$ cat src/rtl/desp_sprite_fetch.sv
// desp_sprite_fetch
//   Upstream pixel-fetch stage for the desp character sprite. Converts the
//   current VGA draw coordinate into a sprite ROM address (with optional
//   horizontal mirroring), then carries the ROM's colour index and the pose
//   that produced it to the per-pose palette mux. Character state (pose,
//   facing, position) is latched only on frame_start, so a frame never tears.
//
// Ports
//   Clk          pixel clock
//   Reset_n      asynchronous active-low reset
//   frame_start  one-cycle pulse at start of vertical blank (shadow latch)
//   revive       one-cycle pulse that leaves the sticky DEAD state
//   pix_active   drawX/drawY are in the visible area
//   drawX/drawY  current pixel column/row
//   posX/posY    requested sprite top-left corner
//   pose_req     requested pose code (0..NUM_POSES-1)
//   face_left    request horizontal mirroring
//   rom_addr     sprite ROM address (registered)
//   rom_pose     ROM bank select, aligned with rom_addr
//   rom_data     colour index returned one cycle after rom_addr
//   pal_index    colour index to palette (0 when pal_valid is low)
//   pal_pose     palette select, aligned with pal_index
//   pal_valid    pixel lies inside the sprite box
//   Latency drawX/drawY -> pal_*: 3 cycles, one pixel per cycle, no stall.

module desp_sprite_fetch #(
    parameter int SPR_W     = 64,
    parameter int SPR_H     = 96,
    parameter int ADDR_W    = 13,
    parameter int NUM_POSES = 9
) (
    input  logic              Clk,
    input  logic              Reset_n,
    input  logic              frame_start,
    input  logic              revive,
    input  logic              pix_active,
    input  logic [9:0]        drawX,
    input  logic [9:0]        drawY,
    input  logic [9:0]        posX,
    input  logic [9:0]        posY,
    input  logic [3:0]        pose_req,
    input  logic              face_left,
    output logic [ADDR_W-1:0] rom_addr,
    output logic [3:0]        rom_pose,
    input  logic [3:0]        rom_data,
    output logic [3:0]        pal_index,
    output logic [3:0]        pal_pose,
    output logic              pal_valid
);

    localparam int          COL_W       = $clog2(SPR_W);
    localparam logic [3:0]  POSE_DEAD   = 4'd3;
    localparam logic [3:0]  POSE_STAND  = 4'd8;
    localparam logic [3:0]  POSE_LIMIT  = 4'(NUM_POSES);
    localparam logic [10:0] SPR_W_11    = 11'(SPR_W);
    localparam logic [10:0] SPR_H_11    = 11'(SPR_H);

    typedef enum logic {
        ALIVE = 1'b0,
        DEAD  = 1'b1
    } state_e;

    // ---------------- shadow character state ----------------
    state_e      state_q;
    logic [3:0]  pose_q;
    logic        face_q;
    logic [9:0]  posx_q;
    logic [9:0]  posy_q;

    always_ff @(posedge Clk or negedge Reset_n) begin
        if (!Reset_n) begin
            state_q <= ALIVE;
            pose_q  <= POSE_STAND;
            face_q  <= 1'b0;
            posx_q  <= '0;
            posy_q  <= '0;
        end else begin
            // revive outside a frame boundary only leaves DEAD; the pose
            // itself stays 3 until the next frame_start latches a new one.
            if (revive && (state_q == DEAD) && !frame_start) begin
                state_q <= ALIVE;
            end
            if (frame_start) begin
                face_q <= face_left;
                posx_q <= posX;
                posy_q <= posY;
                // revive in the same cycle is applied first, so the request
                // is then judged under ALIVE rules.
                if ((state_q == DEAD) && !revive) begin
                    pose_q <= POSE_DEAD;
                end else if (pose_req < POSE_LIMIT) begin
                    pose_q  <= pose_req;
                    state_q <= (pose_req == POSE_DEAD) ? DEAD : ALIVE;
                end else begin
                    // out-of-range request: keep the previous pose
                    state_q <= ALIVE;
                end
            end
        end
    end

    // ---------------- hit test and address generation ----------------
    // All box compares are done in 11 bits so posX+SPR_W never wraps.
    logic [10:0]       x_end;
    logic [10:0]       y_end;
    logic              hit_d;
    logic [COL_W-1:0]  dx;
    logic [10:0]       dy;
    logic [COL_W-1:0]  col;
    logic [ADDR_W-1:0] rom_addr_d;

    always_comb begin
        x_end = {1'b0, posx_q} + SPR_W_11;
        y_end = {1'b0, posy_q} + SPR_H_11;
        hit_d = pix_active
             && ({1'b0, drawX} >= {1'b0, posx_q}) && ({1'b0, drawX} < x_end)
             && ({1'b0, drawY} >= {1'b0, posy_q}) && ({1'b0, drawY} < y_end);
        // Only the low COL_W bits of dx matter inside the box.
        dx    = drawX[COL_W-1:0] - posx_q[COL_W-1:0];
        dy    = {1'b0, drawY} - {1'b0, posy_q};
        // SPR_W is a power of two, so SPR_W-1-dx is just the bitwise inverse.
        col   = face_q ? ~dx : dx;
        rom_addr_d = hit_d ? (ADDR_W'(dy) * ADDR_W'(SPR_W) + ADDR_W'(col)) : '0;
    end

    // ---------------- pipeline ----------------
    logic [ADDR_W-1:0] rom_addr_q;
    logic [3:0]        rom_pose_q;
    logic              hit1_q;
    logic              hit2_q;
    logic [3:0]        pose2_q;
    logic [3:0]        pal_index_q;
    logic [3:0]        pal_pose_q;
    logic              pal_valid_q;

    always_ff @(posedge Clk or negedge Reset_n) begin
        if (!Reset_n) begin
            rom_addr_q  <= '0;
            rom_pose_q  <= POSE_STAND;
            hit1_q      <= 1'b0;
            hit2_q      <= 1'b0;
            pose2_q     <= POSE_STAND;
            pal_index_q <= '0;
            pal_pose_q  <= POSE_STAND;
            pal_valid_q <= 1'b0;
        end else begin
            // stage 1: address out to the ROM, pose captured with the pixel
            rom_addr_q  <= rom_addr_d;
            rom_pose_q  <= pose_q;
            hit1_q      <= hit_d;
            // stage 2: ROM registers its data; carry hit and pose alongside
            hit2_q      <= hit1_q;
            pose2_q     <= rom_pose_q;
            // stage 3: palette outputs, index forced to 0 outside the box
            pal_index_q <= hit2_q ? rom_data : 4'd0;
            pal_pose_q  <= pose2_q;
            pal_valid_q <= hit2_q;
        end
    end

    assign rom_addr  = rom_addr_q;
    assign rom_pose  = rom_pose_q;
    assign pal_index = pal_index_q;
    assign pal_pose  = pal_pose_q;
    assign pal_valid = pal_valid_q;

endmodule

$ cat config.mk
export PLATFORM = sky130hd
export DESIGN_NAME = desp_sprite_fetch
export DESIGN_NICKNAME = d
export VERILOG_FILES = /design/src/rtl/desp_sprite_fetch.sv
export SDC_FILE = /design/constraint.sdc
export NUM_CORES = 1
export LEC_CHECK = 0
export ABC_AREA = 1
export ABC_CLOCK_PERIOD_IN_PS = 4200
export CAP_MARGIN = 25
export CORE_ASPECT_RATIO = 1.25
export CORE_MARGIN = 1.5
export CORE_UTILIZATION = 60
export DETAILED_ROUTE_END_ITERATION = 6
export DONT_BUFFER_PORTS = 1
export PLACE_DENSITY_LB_ADDON = 0.12
export SLEW_MARGIN = 20
export SYNTH_ARGS = -nofsm -noshare
export SYNTH_HDL_FRONTEND = slang
export SYNTH_SLANG_ARGS = --single-unit
$ cat constraint.sdc
create_clock -name Clk -period 4.2 [get_ports Clk]
set_input_delay 0.42 -clock Clk [delete_from_list [all_inputs] [get_ports Clk]]
set_output_delay 0.42 -clock Clk [all_outputs]
set_load 0.01 [all_outputs]
# Word-level counts from Yosys, hierarchy flattened
# Cells that the tools add are included.
totals:
  word_cells: 46
  ff_bits: 58
  output_inout_bits: 26
op_classes:
  n_eq_ne: 1
  magnitude_cmp: 5
  n_addsub: 5
  reduce_logical: 11
  mux: 10
  bitwise: 1
op_table:
  columns: ["cell", "count"]
  rows:
  - ["10-bit by 7-bit adder with 11-bit output (second input constant)", 2]
  - ["10-bit by 11-bit < comparator with 1-bit output", 2]
  - ["10-bit greater-or-equal comparator", 2]
  - ["13-bit by 6-bit adder with 13-bit output", 1]
  - ["13-bit 2-to-1 mux", 1]
  - ["4-bit 2-to-1 mux", 3]
  - ["1-bit logical AND", 7]
  - ["7-bit subtractor", 1]
  - ["6-bit 2-to-1 mux", 1]
  - ["6-bit inverter", 1]
  - ["6-bit subtractor", 1]
  - ["1-bit 2-to-1 mux", 5]
  - ["4-bit by 2-bit equality test with 1-bit output (second input constant)", 1]
  - ["4-bit < comparator (second input constant)", 1]
  - ["1-bit zero test", 2]
  - ["2-bit AND reduction", 1]
  - ["2-bit nonzero test", 1]

# Longest topological paths before layout
# Gate-level depths: netlist of run 1.
logic_depth:
  ltp_word: 6
  depth_mapped: 13
  ltp_nobuf: 12

# Worst setup path before layout of run 1
# No wires, ideal clock.
synth_timing:
  kind: "register to register"
  from: "register posy_q[5]"
  to: "register rom_addr_q[5], in the netlist rom_addr[5]"
  period_less_slack_ns: 1.939
  arrival_ns: 1.858
  n_path_buf: 1
  path_slack_ns: 2.261
  stages_incl_launch_ff: 12
  path_cell_list: "dfrtp_1 > inv_1 > ha_1 > nor3_1 > xor2_1 > ha_1 > nand3_1 > nor2_1 > nor2_1 > nand2_1 > buf_4 > nor3_2"
synth_via:
  elab_chain_len: 4
  word_cells_on_any_way: 6
synth_rtl:
  columns: ["element", "line_no", "text"]
  rows:
  - ["from (decl)", "68", "logic [9:0] posy_q;"]
  - ["from (signal assigned)", "86", "posy_q <= posY;"]
  - ["10-bit by 7-bit adder with 11-bit output / 10-bit greater-or-equal comparator (equally long branches)", "114, 117", null]
  - ["10-bit by 11-bit < comparator with 1-bit output / 1-bit logical AND (equally long branches)", "117", "&& ({1'b0, drawY} >= {1'b0, posy_q}) && ({1'b0, drawY} < y_end);"]
  - ["1-bit logical AND (*)", "117", null]
  - ["13-bit 2-to-1 mux (*)", "123", "rom_addr_d = hit_d ? (ADDR_W'(dy) * ADDR_W'(SPR_W) + ADDR_W'(col)) : '0;"]
  - ["via rom_addr_d[5]", "110", "logic [ADDR_W-1:0] rom_addr_d;"]
  - ["to (signal assigned)", "148", "rom_addr_q <= rom_addr_d;"]
  - ["to (decl)", "127", "logic [ADDR_W-1:0] rom_addr_q;"]
# The timed path passes the listed nets; every way through them passes the cells marked *.
# A chain may end at the register's enable or synchronous reset.

# Worst setup path in the final report of run 1
layout_timing:
  from: "register posy_q[5]"
  to: "register rom_addr_q[1], in the netlist rom_addr[1]"
# The elaborated chain is that of the path after synthesis.

==> summary.txt, run 1 <==
status -> finished clean
Power Dens Cells -> 436 nW/um^2
max-slew violations -> 0
Crit. Startpoint -> posy_q[5]
leading area contributor after synthesis -> dfrtp_1
adder-cell share of the synthesized area -> 0.135
CTS clk-pin slew, worst paths -> 70 ps
VDD IR max -> 0.260 mV
Die W -> 68.0 um
min Tclk post-route -> 2340 ps
largest net degree at the start of global routing -> 59
CP Capture Type -> flop
Starting DRT DRC Count -> 106
sequential-to-total area share from yosys stat -> 0.459
Layout area overhead -> 9.19%
IO Port Bufs -> 0
nets@finish -> 444
die height -> 84.3 um
first-pass GRT wire length -> 9810 um
Final Hold Viols -> 0
filler cell count -> 427
Power Internal -> 1.08 mW
Worst EP required -> 4450 ps
R2R Path Start -> posy_q[5]
wire length after detailed routing -> 5880 um
worst skew pair latency -> 340 ps
most common cell in the netlist -> nand2_1
share of power burned in the clock network -> 0.375
dominant cells by area after synthesis -> dfrtp_1 (43%), ha_1 (12%), nand2_1 (8.9%), inv_1 (6.7%), o21ai_0 (3.5%)
antenna violations before repair -> 0
total setup buffers inserted after CTS -> 0
vias -> 2228
Synth Area in Compound Gates -> 0.0670
CTS resizes -> 0
Tcrit/Tclk final -> 0.557
P_sw -> 0.434 mW
max_cap viols -> 0
fmax -> 427 MHz
combinational family with the most area after synthesis -> simple AND/OR/NAND/NOR gates
RSZ-0062 raised after global routing -> false
max_slew headroom -> 0.572
CTS tree -> done
post-route setup slack -> 1860 ps
final setup violation count -> 0
min-delay worst type -> in2reg
crit path max fanout -> 14
static leakage -> 1.82 nW
Worst EP arrival -> 2590 ps
ys async rst share -> 1.00
Logic pwr share -> 0.196
top-area cell type share of the netlist area -> 0.426
GRT Overall Usage -> 0.229
Netlist cell types -> 28
#FFs+latches synth -> 58
routed length per instance -> 13.9 um
simple-gate portion of the synthesized area -> 0.198
Clock Sinks -> 58
n_diodes -> 0
Via density -> 5.25
Worst Hold Launch -> frame_start
routability cong. -> 0.865
Hold Crit Depth -> 1
Clock Skew -> 5.08 ps
EDFF count, synth -> 0
Pre-antenna DRT Iters -> 4
IO Count -> 80
Setup WS pre-CTS -> 1900 ps
Row Count -> 29
XOR/XNOR share of the synthesized area -> 0.0497
DP HPWL -> 4360 um
R2R depth -> 10
Mapped Cells -> 352
worst hold slack -> 182 ps
post-synthesis mux area share -> 0.0106
Mapped Area -> 3170 um^2
critical path type -> reg2reg
yosys warns -> 0
syn_area_per_cell -> 9.01 um^2
CP Launch Type -> flop
Switching Share -> 0.287
measured slew at the worst slew-check pin -> 641 ps
most common library cells after synthesis -> nand2_1 (75), inv_1 (57), dfrtp_1 (54)
core area -> 5080 um^2
number of routed nets with antenna violations -> 0
CTS Buf Count -> 9
Starting Density -> 0.625
Die Area -> 5740 um^2
total grt overflow -> 0
Syn Nets -> 439
Post-synth top flop -> dfrtp_1
H-tree Lvls -> 3
share of post-route cells with drive strength above 1 -> 0.105
clk root buf -> clkbuf_8
# DRC -> 0
Seq pwr share -> 0.429
TNS Setup -> 0 ps
vias in the first global route -> 2321
clk buf depth -> 2
cells in the final DEF, fill, tap and decap left out, types with 3 or more instances in the layout:
cell / count
a21oi_1: 12
clkbuf_8: 10
dfrtp_1: 54
dfstp_2: 4
ha_1: 31
inv_1: 57
mux2_2: 3
nand2_1: 75
nand3_1: 16
nand4_1: 5
nor2_1: 17
nor2_2: 3
nor3_1: 7
nor3_2: 9
o21ai_0: 22
xnor2_1: 10
xor2_1: 8
per-stage QoR:
stage	power, mW	area [um^2]	utilization	std cells
after floorplan	0.894	3170	-	352
after global placement	0.929	3210	0.632	406
after detailed placement	0.940	3210	0.632	406
after CTS	1.53	3460	0.682	424
after global routing	1.60	3460	0.682	424
final	1.51	3460	0.682	424
cells by family (layout without fill, tap and decap cells):
group,Yosys count,in the layout
AO/OA/AOI/OAI,40,40
XOR/XNOR,18,18
adder cells (fa/ha/maj),33,33
buffers and inverters,65,75
flip-flops,58,58
multiplexers,3,3
AND/OR/NAND/NOR,135,135
per-layer routing:
metal  global-route usage  part of all wire  up-vias  wire length [um]
met1                0.256              0.41     1014              2430
li1                     -                 -     1130                 -
met5                    0                 0        -                 0
met4                0.120             0.025        0               148
met3               0.0764             0.075       13               439
met2                0.376              0.49       71              2860
worst max-delay path: stages (launching register included):
cell and delay, ps:
dfrtp_1 350, inv_1 80, ha_1 230, nor3_1 260, xor2_1 170, ha_1 260, nand3_1 110, nor2_1 50
nor2_1 80, nand2_1 370, nor3_1 290
flip-flops by register name, summed over array words and instances, names as in the netlist:
| register | count |
|---|---|
| pal_valid | 1 |
| posx_q | 10 |
| face_q | 1 |
| state_q | 1 |
| posy_q | 10 |
| rom_addr | 13 |
| pose2_q | 4 |
| pose_q | 4 |
| pal_index | 4 |
| hit1_q | 1 |
| pal_pose | 4 |
| rom_pose | 4 |
| hit2_q | 1 |
worst paths after layout:
path / endpoint / slack (ps)
worst max-delay path: rom_addr[1] / 1860
worst min register to register: pal_pose[0] / 350
worst max register to register: rom_addr[1] / 1860
min in group asynchronous: posx_q[1] / 600
max in group asynchronous: pose_q[3] / 3300
worst min-delay path: posx_q[5] / 180
area by class of cell:
type	count	area [um^2]	area share
clock buffers	11	141	0.0408
clock inverters	5	77.6	0.0224
inverters	57	214	0.0618
multi-input cells	229	1460	0.421
flip-flops and latches	58	1460	0.420
well taps	62	77.6	0.0224
repair buffers	2	37.5	0.0108
power by group through the flow:
| stage | clock [mW] | sequential (mW) | combinational, mW |
|---|---|---|---|
| after floorplan | 0 | 0.648 | 0.246 |
| after global placement | 0 | 0.657 | 0.272 |
| after detailed placement | 0 | 0.659 | 0.281 |
| after CTS | 0.581 | 0.649 | 0.299 |
| after global routing | 0.599 | 0.654 | 0.344 |
| final | 0.566 | 0.647 | 0.296 |
repair_timing:
item	4_1_cts	5_1_grt
setup endpoints to repair	0	0
hold buffers	2	0
endpoints found under the hold margin	58	0
Power figures use the tool's default switching activity.
==> run 2: changes to the inputs <==
ABC_CLOCK_PERIOD_IN_PS = 2100   (was 4200)
CORE_UTILIZATION = 57   (was 60)
clock period = 2.1 ns   (was 4.2 ns; I/O delays follow)
==> run 2 against run 1 <==
  * Fmax up 19%
  * Die area up 5.0%
  * Total power is 98% higher
  * First-iteration DRC count down 54%
  * Global-route usage down 1.9 points
  * Clock power is 80% higher
  * Wire length is 0.92% higher
  * Non-clock buffer count rose by 18
  * Clock skew up 2.7 ps
  * Final area is 5.8% higher
  * Worst setup slack lost 1700 ps
  * Largest cell class unchanged
  * Critical endpoint unchanged
==> summary.txt, run 2 (synthesis gave the netlist of run 1 again) <==
status -> finished clean
H-tree Lvls -> 3
die height -> 86.4 um
nets@finish -> 462
core area -> 5410 um^2
wire length after detailed routing -> 5930 um
clk root buf -> clkbuf_8
largest net degree at the start of global routing -> 59
# DRC -> 0
clk buf depth -> 2
Pre-antenna DRT Iters -> 4
Crit. Startpoint -> posy_q[5]
VDD IR max -> 0.427 mV
n_diodes -> 0
Final Hold Viols -> 0
max-slew violations -> 0
routability cong. -> 0.812
Starting DRT DRC Count -> 49
filler cell count -> 470
share of post-route cells with drive strength above 1 -> 0.126
max_slew headroom -> 0.447
most common cell after layout, fill and taps aside -> nand2_1
total power -> 2.98 mW
fmax -> 507 MHz
min Tclk post-route -> 1970 ps
DP HPWL -> 4180 um
max FFs per register -> 13
final setup violation count -> 0
Die W -> 69.7 um
first-pass GRT wire length -> 9720 um
CTS tree -> done
number of routed nets with antenna violations -> 0
commonest cells after routing, fill and taps aside -> nand2_1 (75), inv_1 (55), dfrtp_1 (54)
total grt overflow -> 0
R2R Path Start -> posy_q[5]
IO Count -> 80
max_cap viols -> 0
CP Capture Type -> flop
Power Dens Cells -> 814 nW/um^2
measured slew at the worst slew-check pin -> 826 ps
Starting Density -> 0.587
CP Launch Type -> flop
Clock Sinks -> 58
Die Area -> 6030 um^2
Worst EP required -> 2350 ps
critical path type -> reg2reg
worst skew pair latency -> 330 ps
Worst EP arrival -> 2220 ps
crit path max fanout -> 14
vias -> 2270
Via density -> 5.11
static leakage -> 1.90 nW
IO Port Bufs -> 0
CTS Buf Count -> 9
Row Count -> 30
TNS Setup -> 0 ps
Worst Hold Launch -> frame_start
Layout area overhead -> 15.5%
antenna violations before repair -> 0
min-delay worst type -> in2reg
CTS clk-pin slew, worst paths -> 70 ps
Tcrit/Tclk final -> 0.939
GRT Overall Usage -> 0.209
vias in the first global route -> 2182
Clock Skew -> 7.75 ps
routed length per instance -> 13.4 um
run 2: final cells by class:
class                           instances  area, um^2  share of cell area
Timing Repair Buffer                   20         233              0.0635
Clock inverter                          3        40.0              0.0109
Multi-Input combinational cell        229        1480               0.405
Inverter                               57         214              0.0584
Sequential cell                        58        1460               0.397
Tap cell                               64        80.1              0.0219
Clock buffer                           13         159              0.0434
run 2: report_power, final:
part / switching, mW / internal (mW) / total (mW)
Clock: 0.415 / 0.610 / 1.02
Combinational: 0.384 / 0.281 / 0.665
Sequential: 0.0706 / 1.22 / 1.29
Total: 0.870 / 2.11 / 2.98
run 2: repair_timing:
action                                  4_1_cts  5_1_grt
endpoints found under the setup margin        1       13
endpoints found under the hold margin        80        0
gates resized for setup                       2        5
hold buffers                                 16        0
buffers inserted                              0        2
pin swaps                                     0        1
run 2: routing by layer:
layer / share of wire / routed length, um / track usage
met3: 0.066 / 389 / 0.0733
met1: 0.44 / 2630 / 0.258
met4: 0.014 / 81 / 0.0717
met5: 0 / 0 / 0
met2: 0.48 / 2830 / 0.346
run 2: final timing paths:
kind | endpoint | slack (ps) | depth (start not counted)
max in group asynchronous | pal_pose[3] | 1400 | 2
worst min-delay path | posy_q[9] | 7 | 2
worst max register to register | rom_addr[1] | 130 | 11
min in group asynchronous | pal_index[0] | 400 | 2
worst min register to register | pal_pose[0] | 350 | 0
worst max-delay path | rom_addr[1] | 130 | 11
run 2: metrics by stage:
step                cells   util  hold WS (ps)  worst slack (ps)  area [um^2]
global placement      410  0.601         -84.5               123         3250
detailed placement    410  0.601         -84.4             -11.1         3250
global route          444  0.678          3.88             -1.37         3660
CTS                   442  0.673         0.363              42.2         3640
finish                444  0.678          6.58               127         3660
floorplan             352      -         -85.6               161         3170
run 2: critical path, stage by stage (launching register included):
cell and delay [ps]:
dfrtp_1 350, inv_2 60, ha_2 200, nor3_2 190, xor2_1 160, ha_1 260, nand3_1 120, nor2_1 50
nor2_1 80, nand2_1 90, buf_12 160, nor3_1 160
